<file path="src/rtl/noc_out_port_arbiter.sv">
// noc_out_port_arbiter
// Per-output-port scheduler for a NoC router. Round-robin arbitration among
// NUM_IN input queues; the winning packet is latched and serialized onto the
// byte-wide put/payload link, most significant byte first.
// Optional macro ARB_STATS_EN adds per-input saturating 16-bit grant counters
// and the grant_count port.
module noc_out_port_arbiter #(
   parameter int NUM_IN    = 4,
   parameter int PKT_W     = 32,
   parameter int BYTE_W    = 8,
   parameter int NUM_BYTES = 4
) (
   input  logic                      clock,
   input  logic                      reset,
   input  logic [NUM_IN-1:0]         req,
   input  logic [NUM_IN*PKT_W-1:0]   pkt_in,
   output logic [NUM_IN-1:0]         pop,
   input  logic                      free_outbound,
   output logic                      put_outbound,
   output logic [BYTE_W-1:0]         payload_outbound,
   output logic                      busy
`ifdef ARB_STATS_EN
   ,
   output logic [NUM_IN*16-1:0]      grant_count
`endif
);

   localparam int PTR_W  = $clog2(NUM_IN);
   localparam int BCNT_W = (NUM_BYTES > 1) ? $clog2(NUM_BYTES) : 1;

   typedef logic [PTR_W-1:0]  ptr_t;
   typedef logic [PTR_W:0]    idx_t;
   typedef logic [BCNT_W-1:0] bcnt_t;

   localparam logic [0:0] S_IDLE = 1'b0;
   localparam logic [0:0] S_SEND = 1'b1;

   logic [0:0]        r_state;
   ptr_t              r_rr_ptr;
   bcnt_t             r_byte_cnt;
   logic [PKT_W-1:0]  r_shift;
   logic              r_put;
   logic [BYTE_W-1:0] r_payload;

   logic [PKT_W-1:0]  w_pkt [NUM_IN];
   logic              w_found;
   ptr_t              w_win;
   idx_t              w_idx;
   logic              w_grant;
   ptr_t              w_next_ptr;
   logic [PKT_W-1:0]  w_sel;

   // Unpack the flat head-packet bus and build the one-hot pop vector.
   genvar gi;
   generate
      for (gi = 0; gi < NUM_IN; gi++) begin : g_in
         assign w_pkt[gi] = pkt_in[gi*PKT_W +: PKT_W];
         assign pop[gi]   = w_grant && (w_win == ptr_t'(gi));
      end
   endgenerate

   // Round-robin search: first requester starting at r_rr_ptr, modulo NUM_IN.
   always_comb begin
      w_found = 1'b0;
      w_win   = '0;
      w_idx   = '0;
      for (int k = 0; k < NUM_IN; k++) begin
         w_idx = {1'b0, r_rr_ptr} + idx_t'(k);
         if (w_idx >= idx_t'(NUM_IN)) begin
            w_idx = w_idx - idx_t'(NUM_IN);
         end
         if (!w_found && req[w_idx[PTR_W-1:0]]) begin
            w_found = 1'b1;
            w_win   = w_idx[PTR_W-1:0];
         end
      end
   end

   // A grant only happens from IDLE with the link free; reset suppresses it.
   assign w_grant    = !reset && (r_state == S_IDLE) && free_outbound && w_found;
   assign w_next_ptr = (w_win == ptr_t'(NUM_IN - 1)) ? '0 : w_win + 1'b1;
   assign w_sel      = w_pkt[w_win];

   // Control FSM and serializer. r_shift holds the bytes still to be sent,
   // so the output byte register is always one step ahead of the shifter.
   always_ff @(posedge clock) begin
      if (reset) begin
         r_state    <= S_IDLE;
         r_rr_ptr   <= '0;
         r_byte_cnt <= '0;
         r_shift    <= '0;
         r_put      <= 1'b0;
         r_payload  <= '0;
      end else begin
         case (r_state)
            S_IDLE: begin
               if (w_grant) begin
                  r_state    <= S_SEND;
                  r_rr_ptr   <= w_next_ptr;
                  r_byte_cnt <= '0;
                  r_put      <= 1'b1;
                  r_payload  <= w_sel[PKT_W-1 -: BYTE_W];
                  r_shift    <= {w_sel[PKT_W-BYTE_W-1:0], {BYTE_W{1'b0}}};
               end
            end
            S_SEND: begin
               if (r_byte_cnt == bcnt_t'(NUM_BYTES - 1)) begin
                  r_state    <= S_IDLE;
                  r_byte_cnt <= '0;
                  r_put      <= 1'b0;
                  r_payload  <= '0;
                  r_shift    <= '0;
               end else begin
                  r_byte_cnt <= r_byte_cnt + 1'b1;
                  r_payload  <= r_shift[PKT_W-1 -: BYTE_W];
                  r_shift    <= {r_shift[PKT_W-BYTE_W-1:0], {BYTE_W{1'b0}}};
               end
            end
            default: r_state <= S_IDLE;
         endcase
      end
   end

   assign put_outbound     = r_put;
   assign payload_outbound = r_payload;
   assign busy             = (r_state == S_SEND);

`ifdef ARB_STATS_EN
   logic [15:0] r_grant_cnt [NUM_IN];

   generate
      for (gi = 0; gi < NUM_IN; gi++) begin : g_stats
         // Saturating grant counter for input gi.
         always_ff @(posedge clock) begin
            if (reset) begin
               r_grant_cnt[gi] <= '0;
            end else if (pop[gi] && (r_grant_cnt[gi] != 16'hFFFF)) begin
               r_grant_cnt[gi] <= r_grant_cnt[gi] + 16'd1;
            end
         end
         assign grant_count[gi*16 +: 16] = r_grant_cnt[gi];
      end
   endgenerate
`endif

endmodule
</file>
<file path="config.mk">
export PLATFORM = sky130hd
export DESIGN_NAME = noc_out_port_arbiter
export DESIGN_NICKNAME = d
export VERILOG_FILES = /design/src/rtl/noc_out_port_arbiter.sv
export SDC_FILE = /design/constraint.sdc
export NUM_CORES = 1
export LEC_CHECK = 0
export CAP_MARGIN = 5
export CORE_MARGIN = 8
export CORE_UTILIZATION = 41
export CTS_CLUSTER_SIZE = 28
export DETAILED_ROUTE_END_ITERATION = 16
export PLACE_DENSITY = 0.82
export REMOVE_ABC_BUFFERS = 1
export SETUP_SLACK_MARGIN = 0.2
export SYNTH_ARGS = -nofsm -noshare
export SYNTH_HDL_FRONTEND = slang
export SYNTH_SLANG_ARGS = --single-unit
export TNS_END_PERCENT = 5
</file>
<file path="constraint.sdc">
create_clock -name clock -period 2.2 [get_ports clock]
set_clock_uncertainty 0.2 [all_clocks]
set_input_delay 0.33 -clock clock [delete_from_list [all_inputs] [get_ports clock]]
set_output_delay 0.33 -clock clock [all_outputs]
set_load 0.02 [all_outputs]
</file>
* Word-level counts from Yosys, hierarchy flattened
Cells that the tools add are included.
Widths: inputs -> output; s select.
** Storage, ports and cells
- Bits in registers :: 46
- Bits in latches :: 0
- RAM bits :: 0
- Bits in read-only memories :: 0
- Bits of input ports :: 135
- Output and inout port bits :: 14
- Memories :: 0
** Cells by class
- $add $sub $neg :: 9
- Multiply operators :: 0
- Div/mod/pow operators :: 0
- $lt $le $gt $ge :: 9
- Equality and inequality tests :: 6
- Shift-type cells :: 0
- Multiplexer cells :: 39
- Bitwise operators :: 2
- Reductions and logical operators :: 17
** Operators by type and width (number)
- $mux 32 :: 4
- $bmux 32 s2 :: 1
- $pmux 32 s2 :: 1
- $mux 2 :: 11
- $mux 8 :: 2
- $pmux 8 s2 :: 1
- $ge 3x3->1 const B :: 4
- $lt 2x3->1 const B :: 4
- $mux 1 :: 12
- $logic_and 1x1->1 :: 10
- $bmux 1 s2 :: 4
- $sub 2x1->2 const B :: 4
- $add 2x2->3 const B :: 2
- $eq 2x2->1 const B :: 3
- $add 2x1->2 const B :: 2
- $logic_not 1->1 :: 4
- $pmux 1 s2 :: 2
- $pmux 2 s2 :: 1
- $reduce_and 2->1 :: 2
- $add 2x1->3 const B :: 1
- $ge 2x3->1 const B :: 1
- $not 2->3 :: 1
- $eq 2x1->1 const B :: 1
- $logic_not 2->1 :: 1
- 3 further kinds :: 3

* Depth between registers and ports, before layout
- Word-level depth :: 20
- Mapped depth :: 8

* Least setup slack after synthesis
Ideal clock, no wire load.
- Path type :: in2out
- Start point :: input req[1]
- End point :: output pop[1]
- Arrival :: 1.623 ns
- Data required time :: 1.670 ns
- Setup slack :: 0.047 ns
- Stages :: 8
- Path buffers :: 2
- Cells stage by stage :: nand2b_2 o211a_1 buf_6 nor2_1 buf_4 inv_1 ha_1 and2_1
** On the way
- Word-level cells in the longest chain between the ends :: 14
** RTL lines
- from (decl) :: line 15 : input logic [NUM_IN-1:0] req,
- $bmux 1 s2 :: line 72 : if (!w_found && req[w_idx[PTR_W-1:0]]) begin
- $mux 1 (implied by the code) :: line 72
- $mux 1 :: line 72
- $logic_not 1->1 :: line 72
- $logic_and 1x1->1 :: line 72
- $mux 1 :: line 72
- $logic_not 1->1 :: line 72
- $logic_and 1x1->1 :: line 72
- $mux 1 :: line 72
- $logic_not 1->1 :: line 72
- $logic_and 1x1->1 :: line 72
- $mux 2 / $mux 1 (equally long branches) :: line 72
- $eq 2x1->1 / $logic_and 1x1->1 (equally long branches) :: line 58, 80
- $logic_and 1x1->1 (*) :: line 58 : assign pop[gi] = w_grant && (w_win == ptr_t'(gi));
- to (decl) :: line 17 : output logic [NUM_IN-1:0] pop,
Mark *: on every way between the ends. The rest lies on a longest branch, timed or not. The select of a mux whose other input is x is not followed.

* Worst setup path in the final report
Ends and elaborated chain as after synthesis.

==> results_dict.tcl <==
set metrics [dict create \
    status "complete, but fails checks" \
    violations "setup timing" \
    ctsHoldBuffers 0 \
    grt_use_total_pct 22.5 \
    grt_pass1_wl_mm 18.5 \
    fin_crit_ps 2260 \
    cts_buffer_depth 2 \
    coreArea_sq_um 6830 \
    cts_tree "yes" \
    seq_area_sq_um 766 \
    dr_wl_met2_mm 5.70 \
    io_pins 149 \
    hold_slack_ps 289 \
    synth_edf_count 0 \
    crit_family "simple AND/OR/NAND/NOR gates" \
    ys_warn_count 0 \
    antenna_found_initial 0 \
    end_kind "output pin" \
    detail_route.first_pass.iterations 4 \
    seq_area_frac_synth_pct 26.0 \
    placed_cells 624 \
    path_cells "dlygate4sd2_1 -> nand2b_2 -> o211a_4 -> nor2_4 -> inv_2 -> ha_2 -> and2_4 -> buf_6" \
    synth.most_common_cell "nand3_1" \
    crit_path_start_kind "input port" \
    cp_num_buf_inv 3 \
    grt_pass1_vias 3744 \
    hold_depth 2 \
    finalHoldViolCount 0 \
    route.detailed.drc 0 \
    fp.dieH_microns 100 \
    drt-total-wl_mm 11.6 \
    synth_area_leaders "dfxtp_1 (26%), nand3_1 (7.9%), a21o_1 (6.9%)" \
    required_ps 1670 \
    syn-cell-area_sq_um 2920 \
    synth_common_cells "nand3_1 (46), dfxtp_1 (38), nor2_1 (30), a21o_1 (27), o21ai_0 (26)" \
    initial_core_util_pct 42.8 \
    wl_per_cell_microns 18.3 \
    cts-htree-levels 2 \
    syn2layout_area_growth_pct 70.8 \
    synth_top_flop_cell "dfxtp_1" \
    crit_fanout 4 \
    fillCellCount 559 \
    fin_crit_sh_pct 103 \
    diodes 0 \
    ys_ff_latch 38 \
    p_leak_uw 0.00189 \
    num_vias 3606 \
    instances_no_fill 638 \
    arrival_ps 1730 \
    yosysUniqueCellTypes 42 \
    setup_viol_count_final 4 \
    die_area_sq_um 10100 \
    fin_ws_ps -63.3 \
    fmax_ghz 0.442 \
    gr-total-overflow 0 \
    post_drt_via_cell_ratio 5.65 \
    drtIter0Drc 169 \
    rsz0062_at_grt "true" \
    rows 30 \
    yosysTopAreaCellShare_pct 26.0 \
    r2r-end "payload_outbound[0]" \
    cts-root-buf "clkbuf_8" \
    fin_util_pct 73.1 \
    final_nets 681 \
    r2r_setup_slack_ps 50 \
    syn_area_per_cell_sq_um 7.73 \
    crit_slowest_cell "o211a_4" \
    power.density_nw_per_um2 500 \
    clk_latency_ps 290 \
    multiInputGateArea_sq_um 2070 \
    clock-sinks 38 \
    ir_drop_uv 332 \
    min-delay-start "r_shift[9]" \
    clk_pin_slew_ps 70 \
    hold_path.class "flop to flop" \
    holdPathEnd "r_shift[9]" \
    die_w_microns 100 \
    synthArstFlopShare_pct 0 \
    worstMarginPinSlew_ps 413 \
    relSlewSlack_pct 72.3 \
    drv_slew 0 \
    hpwl_mm 8.29 \
    synth_cells 378 \
    top_layer_used "met4" \
    numCtsBuffers 5 \
    reg2reg_depth 9 \
    slowest_delay_ps 270 \
    postRouteAntennaNets 0 \
    max_cap_violations 0 \
    place_congestion 0.820 \
    met1_length_mm 4.75 \
    post-synth-top-area-cell "dfxtp_1" \
    port_buffers 148 \
    critical_path_class "input port to output pin" \
    wl_met3_mm 1.05 \
    grt_max_degree 47 \
    r2r-start "r_rr_ptr[1]" \
    drive_gt1_share_pct 16.8 \
]
## logic make-up (layout without fill, tap and decap cells)
| kind of cell | after synthesis | count (layout) | synth area share, % |
|---|---|---|---|
| adders and majority gates | 5 | 5 | 2.14 |
| muxes | 20 | 20 | 6.85 |
| and+or+nand+nor | 114 | 114 | 19.1 |
| buffers and inverters | 42 | 206 | 7.75 |
| AOI/OAI and AO/OA | 159 | 159 | 38.1 |
| DFF | 38 | 38 | 26.0 |
## metrics by stage
stage / worst slack, ps / power, uW / cell area, sq um / setup TNS [ps]
2_1_floorplan: -1330 / 1330 / 2710 / -35170
3_3_place_gp: -661 / 1900 / 4710 / -13360
3_5_place_dp: -780 / 1920 / 4710 / -15970
4_1_cts: -5.42 / 2450 / 4890 / -11.4
5_1_grt: -113 / 2640 / 4990 / -595
6_report: -63.3 / 2500 / 4990 / -161
## state kept, by name (all words and copies together) (netlist names)
signal / cells
put_outbound: 1
r_byte_cnt: 2
r_shift: 24
busy: 1
payload_outbound: 8
r_rr_ptr: 2
## worst register-to-register path: stages, from the launching register on
cell      delay, ps
dfxtp_4         370
mux2i_1         120
or2_1           230
buf_4           130
buf_4           120
buf_4           120
a31o_1          200
buf_12          160
a21o_1          180
a311oi_2        220
## placed cells by master (no fill, tap or decap), types with 2 or more instances in the layout
master and count:
clkdlybuf4s50_1 140, nand3_1 46, dfxtp_1 36, buf_4 35, nor2_1 29, a21o_1 27
o21ai_0 26, a21oi_1 22, o21ai_1 21, mux2i_1 20, a211o_1 18, nand2_1 15
buf_6 10, a311oi_1 9, a311oi_2 9, o211ai_1 8, or2_1 6, clkbuf_8 6
buf_12 6, and2_4 5, a22oi_1 5, o221ai_1 5, dlygate4sd2_1 4, nand2b_1 3
and2b_1 2, nor2_4 2, a211oi_1 2, ha_1 2, ha_4 2
## power by group
group,internal (uW),total [uW],switching [uW]
clock network,253,496,243
registers,768,819,50.7
logic,628,1180,553
total,1650,2500,846
## area by class of cell
cell class | count | share of cell area [%]
clock inverter | 1 | 0.100
clock buffer | 7 | 1.73
timing repair buffer | 195 | 38.7
sequential | 38 | 15.3
inverter | 3 | 0.276
tap | 96 | 2.41
multi-input combinational | 298 | 41.5
## timing repair
item,4_1_cts,5_1_grt
buffers inserted,5,1
gates resized for setup,47,15
endpoints found under the setup margin,36,36
pin swaps,3,2
## how the worst max path moves through the flow
stage,cells after the start,to,from,slack (ps)
finish,8,pop[1],req[1],-60
global route,7,pop[2],r_rr_ptr[1],-110
CTS,7,pop[2],r_rr_ptr[0],-5
detailed placement,8,pop[1],req[0],-780
global placement,8,pop[1],req[0],-660
floorplan,6,pop[0],req[1],-1330
## per-layer routing
layer | global-route usage, % | vias up
li1 | - | 1741
met1 | 26.6 | 1692
met2 | 38.1 | 158
met3 | 6.57 | 15
met4 | 6.63 | 0
met5 | 0 | -
Power figures use the tool's default switching activity.
